File: src/rtl/ps2_pkg.sv
// Shared constants and FSM encoding for the PS/2 keystroke sequencer.
package ps2_pkg;

    localparam logic [7:0] BYTE_E0 = 8'hE0;
    localparam logic [7:0] BYTE_F0 = 8'hF0;
    localparam int         KEY_W   = 9;

    typedef enum logic [2:0] {
        ST_IDLE,
        ST_ORPHAN,
        ST_MAKE,
        ST_BREAK,
        ST_HOLDOFF
    } ps2_state_t;

endpackage

File: src/rtl/ps2_key_fifo.sv
// First-word fall-through keystroke queue; head is visible one cycle after push.
module ps2_key_fifo #(
    parameter int WIDTH = 9,
    parameter int DEPTH = 4
) (
    input  logic             clk,
    input  logic             rst_n,
    input  logic             push,
    input  logic [WIDTH-1:0] data_in,
    output logic             full,
    input  logic             pop,
    output logic [WIDTH-1:0] data_out,
    output logic             empty
);

    localparam int AW = (DEPTH > 1) ? $clog2(DEPTH) : 1;

    logic [WIDTH-1:0] mem [DEPTH];
    logic [AW-1:0]    wr_ptr, rd_ptr;
    logic [AW:0]      count;
    logic             do_push, do_pop;

    assign empty    = (count == '0);
    assign full     = (count == (AW+1)'(DEPTH));
    assign do_pop   = pop && !empty;
    // A pop in the same cycle frees the slot, so a full queue can still accept.
    assign do_push  = push && (!full || do_pop);
    assign data_out = mem[rd_ptr];

    always_ff @(posedge clk or negedge rst_n) begin
        if (!rst_n) begin
            for (int i = 0; i < DEPTH; i++) mem[i] <= '0;
            wr_ptr <= '0;
            rd_ptr <= '0;
            count  <= '0;
        end else begin
            if (do_push) begin
                mem[wr_ptr] <= data_in;
                wr_ptr      <= wr_ptr + 1'b1;
            end
            if (do_pop) rd_ptr <= rd_ptr + 1'b1;
            case ({do_push, do_pop})
                2'b10:   count <= count + 1'b1;
                2'b01:   count <= count - 1'b1;
                default: count <= count;
            endcase
        end
    end

endmodule

File: src/rtl/ps2_keystroke_sequencer.sv
// Decodes PS/2 make/break/E0 byte streams into keystrokes and queues them for the consumer.
module ps2_keystroke_sequencer
    import ps2_pkg::*;
#(
    parameter int FIFO_DEPTH     = 4,
    parameter int HOLDOFF_CYCLES = 5000,
    parameter int EMIT_ON_BREAK  = 1,
    parameter int REPEAT_EN      = 0,
    parameter int EXT_EN         = 1
) (
    input  logic             CLOCK_50,
    input  logic             reset_n,
    input  logic [7:0]       received_data,
    input  logic             received_data_en,
    output logic [KEY_W-1:0] key_code,
    output logic             key_valid,
    input  logic             key_ready,
    output logic             rotate,
    output logic             overflow,
    input  logic             overflow_clr,
    output logic [7:0]       drop_count,
    output logic             busy
);

    localparam int HW = (HOLDOFF_CYCLES > 1) ? $clog2(HOLDOFF_CYCLES) : 1;

    ps2_state_t       state;
    logic [KEY_W-1:0] held;
    logic             ext;
    logic [HW-1:0]    hold_cnt;

    logic             is_e0, is_f0;
    logic [KEY_W-1:0] cur;
    logic             push, push_ok, pop, fifo_full, fifo_empty;
    logic [KEY_W-1:0] push_data;

    assign is_e0     = (received_data == BYTE_E0);
    assign is_f0     = (received_data == BYTE_F0);
    assign cur       = {ext, received_data};
    assign pop       = key_valid && key_ready;
    assign push_ok   = push && (!fifo_full || pop);
    assign key_valid = !fifo_empty;
    assign busy      = (state != ST_IDLE);

    // Emit decision is combinational so the push lands in the same cycle as the byte.
    always_comb begin
        push      = 1'b0;
        push_data = held;
        if (received_data_en) begin
            case (state)
                ST_IDLE: if (!is_e0 && !is_f0) begin
                    push      = (EMIT_ON_BREAK == 0);
                    push_data = cur;
                end
                ST_MAKE: if (!is_e0 && !is_f0 && cur == held)
                    push = (REPEAT_EN != 0) && (EMIT_ON_BREAK == 0);
                ST_BREAK: if (!is_e0 && cur == held)
                    push = (EMIT_ON_BREAK != 0);
                default: push = 1'b0;
            endcase
        end
    end

    always_ff @(posedge CLOCK_50 or negedge reset_n) begin
        if (!reset_n) begin
            state      <= ST_IDLE;
            held       <= '0;
            ext        <= 1'b0;
            hold_cnt   <= '0;
            drop_count <= '0;
            rotate     <= 1'b0;
            overflow   <= 1'b0;
        end else begin
            rotate <= push_ok;
            if (overflow_clr)           overflow <= 1'b0;
            else if (push && !push_ok)  overflow <= 1'b1;

            case (state)
                ST_IDLE: if (received_data_en) begin
                    if (is_e0) begin
                        if (EXT_EN != 0) ext <= 1'b1;
                    end else if (is_f0) begin
                        state <= ST_ORPHAN;
                    end else begin
                        held  <= cur;
                        ext   <= 1'b0;
                        state <= ST_MAKE;
                    end
                end
                // Release of a key we never saw pressed: swallow its code.
                ST_ORPHAN: if (received_data_en) begin
                    ext   <= 1'b0;
                    state <= ST_IDLE;
                end
                ST_MAKE: if (received_data_en) begin
                    if (is_e0) begin
                        if (EXT_EN != 0) ext <= 1'b1;
                    end else if (is_f0) begin
                        state <= ST_BREAK;
                    end else begin
                        ext <= 1'b0;
                    end
                end
                ST_BREAK: if (received_data_en && !is_e0) begin
                    ext <= 1'b0;
                    if (cur == held) begin
                        hold_cnt <= '0;
                        if (HOLDOFF_CYCLES == 0) state <= ST_IDLE;
                        else                     state <= ST_HOLDOFF;
                    end else begin
                        state <= ST_MAKE;
                    end
                end
                ST_HOLDOFF: begin
                    if (received_data_en && drop_count != 8'hFF)
                        drop_count <= drop_count + 8'd1;
                    if (hold_cnt == HW'(HOLDOFF_CYCLES - 1)) begin
                        hold_cnt <= '0;
                        state    <= ST_IDLE;
                    end else begin
                        hold_cnt <= hold_cnt + 1'b1;
                    end
                end
                default: state <= ST_IDLE;
            endcase
        end
    end

    ps2_key_fifo #(
        .WIDTH (KEY_W),
        .DEPTH (FIFO_DEPTH)
    ) u_fifo (
        .clk      (CLOCK_50),
        .rst_n    (reset_n),
        .push     (push),
        .data_in  (push_data),
        .full     (fifo_full),
        .pop      (pop),
        .data_out (key_code),
        .empty    (fifo_empty)
    );

endmodule

File: config.mk
export PLATFORM = sky130hd
export DESIGN_NAME = ps2_keystroke_sequencer
export DESIGN_NICKNAME = d
export VERILOG_FILES = /design/src/rtl/ps2_pkg.sv /design/src/rtl/ps2_key_fifo.sv /design/src/rtl/ps2_keystroke_sequencer.sv
export SDC_FILE = /design/constraint.sdc
export NUM_CORES = 1
export LEC_CHECK = 0
export BUFFER_PORTS_ARGS = -buffer_cell sky130_fd_sc_hd__buf_2
export CORE_MARGIN = 1.5
export CORE_UTILIZATION = 35
export CTS_BUF_LIST = sky130_fd_sc_hd__clkbuf_4 sky130_fd_sc_hd__clkbuf_8
export DETAILED_ROUTE_END_ITERATION = 8
export PLACE_DENSITY = 0.47
export SYNTH_ARGS = -nofsm -noshare
export SYNTH_HDL_FRONTEND = slang
export SYNTH_HIERARCHICAL = 1
export SYNTH_SLANG_ARGS = --single-unit
File: constraint.sdc
create_clock -name CLOCK_50 -period 2.8 [get_ports CLOCK_50]
set_input_delay 0.28 -clock CLOCK_50 [delete_from_list [all_inputs] [get_ports CLOCK_50]]
set_output_delay 0.28 -clock CLOCK_50 [all_outputs]
set_load 0.02 [all_outputs]
==> impl.org <==
** Status
- Run status :: finished clean

** Synth
- Asr flop ratio synth :: 100%
- Number of enable-type register cells in the synthesized netlist :: 0
- During synthesis, Yosys emitted a total of 6 warnings.
- Summing every instance area after synthesis gives approximately 4100 sq um.
- Sequential-to-total area share from yosys stat :: between 40 and 50%
- Library cell occupying the most area in the post-synthesis netlist :: sky130_fd_sc_hd__dfrtp_1
- Distinct cell type count after synthesis :: 57
- Synth area leaders :: sky130_fd_sc_hd__dfrtp_1 48%, sky130_fd_sc_hd__mux2_2 15%, sky130_fd_sc_hd__mux4_2 5.0%
- Area share of the leading cell type in the synthesized netlist :: a little under 50%
- Syn_area_per_cell :: 12.1 sq um
- Synthesis handed over a netlist of about 340 instances.
- In this run, synthesis produced a sequential element count of 79.
- Counting instances in the post-synthesis netlist gives the leading cell types as 79 x sky130_fd_sc_hd__dfrtp_1, 55 x sky130_fd_sc_hd__mux2_2, 34 x sky130_fd_sc_hd__nand2_1.
- Net count of the mapped netlist :: 360
- Most numerous cell in the Yosys netlist :: sky130_fd_sc_hd__dfrtp_1
- The most used flip-flop cell after synthesis is sky130_fd_sc_hd__dfrtp_1.

** Final layout
- Relative to the synthesized area, the layout overhead comes to 14.6%.
- Layout net count :: slightly above 400
- Fill cells in the final layout number between 1k and 1.5k.
- Total area of multi-input combinational cells :: 2000 sq um
- Layout cells sized above 1 :: 36.8%
- Leaving out filler cells and counting taps, the final layout contains roughly 540.
- Sequential cell area in the final layout :: ~2000 sq um
- Core occupancy in the finished layout :: about two fifths
- Diode count :: 0

** Die
- Overall die width :: roughly 110 microns
- The die covers ~12000 sq um.
- In this run the core area contains 39 standard-cell rows.
- The die is about 110 microns tall.
- 34 I/O pins were placed.
- The core region is 11400 sq um.
- Once the floorplan was initialized, standard cells occupied between 30% and 40% of the core.

** Timing
- Final worst-path cycle share :: about 90%
- Once routing completed, OpenROAD measured the worst setup slack at roughly 240 ps.
- The final count of pins violating max slew is 0.
- RSZ-0062 raised after global routing :: no
- Setup violations remaining at the end of the flow were counted as 0.
- Slew margin rel. :: 31.4%
- Adding up every negative setup slack in the final design gives 0 ps.
- The count of endpoints failing hold in the final timing report was 0.
- Final worst path period need :: 2560 ps
- Top achievable clock speed :: about 390 MHz
- For the pin with the worst max-slew slack, the measured transition is roughly 1000 ps.
- Final Skew :: approximately 14 ps

** Worst setup path
- Reg-to-reg slack, setup :: roughly 240 ps
- In this run the worst path has a maximum fanout of 5.
- In this run the critical register-to-register path is launched from held[4].
- STA classifies the critical path startpoint as a flop.
- The endpoint identified for the worst register-to-register timing path is u_fifo/count[2].
- Data arrival at the endpoint of the critical path :: roughly 2800 ps
- The critical path is of the reg2reg type.
- Reg2reg path depth :: 11
- Critical path endpoint category :: flop
- Required time of the critical path :: roughly 3100 ps

** Clock tree
- Clock-pin slew on the worst setup and hold paths :: roughly 90 ps
- Post CTS Setup Buffer Count :: 0
- For this design, the CTS-stage hold fixing added 0 buffers.
- Clock tree synthesis found a total of 79 sinks.
- Max H-tree Level :: 3
- Clock Tree Root :: sky130_fd_sc_hd__clkbuf_8
- Gates resized, CTS repair :: 0
- TritonCTS built the clock tree.
- Insertion delay to the later sink of the worst-skew pair :: 370 ps
- Clock buffer depth :: 2
- In this run, CTS created clock tree buffers numbering 9.

** Place
- Gp weighted congestion :: 0.755
- Before CTS, the worst setup slack after placement is slightly above 200 ps.
- During placement, the flow inserted port buffers numbering 33.
- HPWL after DPL :: 6030 microns
- After detailed placement, the design holds a cell count of about 520.

** Drt
- Once detail routing completed, the nets flagged for antenna violations numbered 0.
- Via-per-instance ratio :: ~5
- The routed layout has between 2k and 3k vias.
- For this run, the detailed router's first-pass iteration total came to 4.
- For this run, design rule violations remaining after detail routing come to 0.
- Wire length per cell after detailed routing :: roughly 16 microns
- Initial drt markers :: 83
- After detailed routing, the total wire length is 8840 microns.

** Power and ir drop
- Largest voltage drop on the vdd net :: 381 uV
- Leak :: about 2.3 nW
- In this run the power density over the cells is 556 nW/um^2.
- Final Total Pwr :: roughly 2.6 mW

** Global routing
- Total gr overflow :: 0
- Wire length of the first global-routing pass :: 14800 microns
- Initial antenna violation count :: 0
- Overall fraction of global-route tracks in use :: 15.5%
- Maximum number of pins on one net before global-route repair :: 80
- The via count of the first global-routing pass is 2853.

** Min path
- The worst hold path belongs to the class in2async.

** Run
- Number of max-capacitance violations reported :: 0
## layout by cell type, fill, tap and decap left out, types with 3 or more instances in the layout
| master | netlist | layout |
|---|---|---|
| sky130_fd_sc_hd__xnor2_1 | 13 | 13 |
| sky130_fd_sc_hd__buf_2 | 2 | 32 |
| sky130_fd_sc_hd__nor3_1 | 8 | 8 |
| sky130_fd_sc_hd__inv_1 | 11 | 11 |
| sky130_fd_sc_hd__nand2_1 | 34 | 34 |
| sky130_fd_sc_hd__xor2_1 | 9 | 9 |
| sky130_fd_sc_hd__nor2_1 | 7 | 7 |
| sky130_fd_sc_hd__and2b_2 | 3 | 3 |
| sky130_fd_sc_hd__a21oi_1 | 3 | 3 |
| sky130_fd_sc_hd__and3_1 | 4 | 4 |
| sky130_fd_sc_hd__nor2_2 | 4 | 4 |
| sky130_fd_sc_hd__buf_4 | 2 | 17 |
| sky130_fd_sc_hd__o21a_1 | 4 | 4 |
| sky130_fd_sc_hd__ha_1 | 7 | 7 |
| sky130_fd_sc_hd__or3_1 | 4 | 4 |
| sky130_fd_sc_hd__o211ai_1 | 4 | 4 |
| sky130_fd_sc_hd__o21ai_0 | 21 | 21 |
| sky130_fd_sc_hd__mux4_2 | 9 | 9 |
| sky130_fd_sc_hd__mux2_2 | 55 | 55 |
| sky130_fd_sc_hd__nor4_1 | 4 | 4 |
| sky130_fd_sc_hd__nand4_1 | 9 | 9 |
| sky130_fd_sc_hd__dfrtp_1 | 79 | 79 |
| sky130_fd_sc_hd__nand3_1 | 4 | 4 |
| sky130_fd_sc_hd__clkbuf_8 | 0 | 10 |
## power by group
part           leakage, nW  total [mW]  internal (mW)  switching [mW]
Combinational         1.17       0.431          0.206           0.226
Sequential            1.00        1.28           1.20          0.0883
Clock                0.107       0.891          0.447           0.445
Total                 2.28        2.61           1.85           0.759
## area by class of cell
type | count | area share (%)
flip-flops and latches | 79 | 42.2
clock buffers | 11 | 3.10
multi-input cells | 239 | 42.7
well taps | 143 | 3.82
inverters | 11 | 0.881
clock inverters | 5 | 1.23
repair buffers | 49 | 6.14
## worst max path at each step
stage / start / end
detailed placement: received_data[4] / u_fifo/count[2]
global placement: received_data[7] / u_fifo/count[2]
global route: u_fifo/count[0] / u_fifo/count[2]
floorplan: u_fifo/count[0] / u_fifo/count[2]
finish: held[4] / u_fifo/count[2]
CTS: held[4] / u_fifo/count[2]
## stage by stage
step                hold slack, ps  area, sq um
floorplan                    -15.6         4090
global placement               484         4490
detailed placement             491         4490
CTS                            119         4690
global route                   148         4690
finish                        71.3         4690
## cells by family after synthesis
logic type / Yosys count / synth area share (%)
mux: 65 / 20.3
fa+ha+maj: 8 / 2.63
simple gates: 96 / 13.0
buf+inv: 21 / 2.75
xor+xnor: 22 / 4.71
flops: 79 / 48.3
compound gates: 48 / 8.23
## routing by layer
metal	track usage [%]	share of wire, %	vias up
li1	-	-	1336
met1	18.7	45	1368
met2	26.3	51	35
met3	5.14	3.3	9
met4	4.89	1.4	0
met5	0	0	-
## worst max-delay path, stage by stage, from the launching register on
cell and delay, ps:
sky130_fd_sc_hd__dfrtp_1 410, sky130_fd_sc_hd__xor2_1 180, sky130_fd_sc_hd__nor3_1 200, sky130_fd_sc_hd__nand4_1 180, sky130_fd_sc_hd__nor2_1 290, sky130_fd_sc_hd__or2b_2 370
sky130_fd_sc_hd__ha_1 230, sky130_fd_sc_hd__inv_1 70, sky130_fd_sc_hd__fa_1 170, sky130_fd_sc_hd__xor2_1 160, sky130_fd_sc_hd__nor2_1 60, sky130_fd_sc_hd__xor2_1 140
## state kept, by name, indices dropped and copies added (netlist names)
name	flops
drop_count	8
ext	1
held	9
hold_cnt	13
overflow	1
rotate	1
state	3
u_fifo/count	3
u_fifo/mem	36
u_fifo/rd_ptr	2
u_fifo/wr_ptr	2
Power figures use the tool's default switching activity.
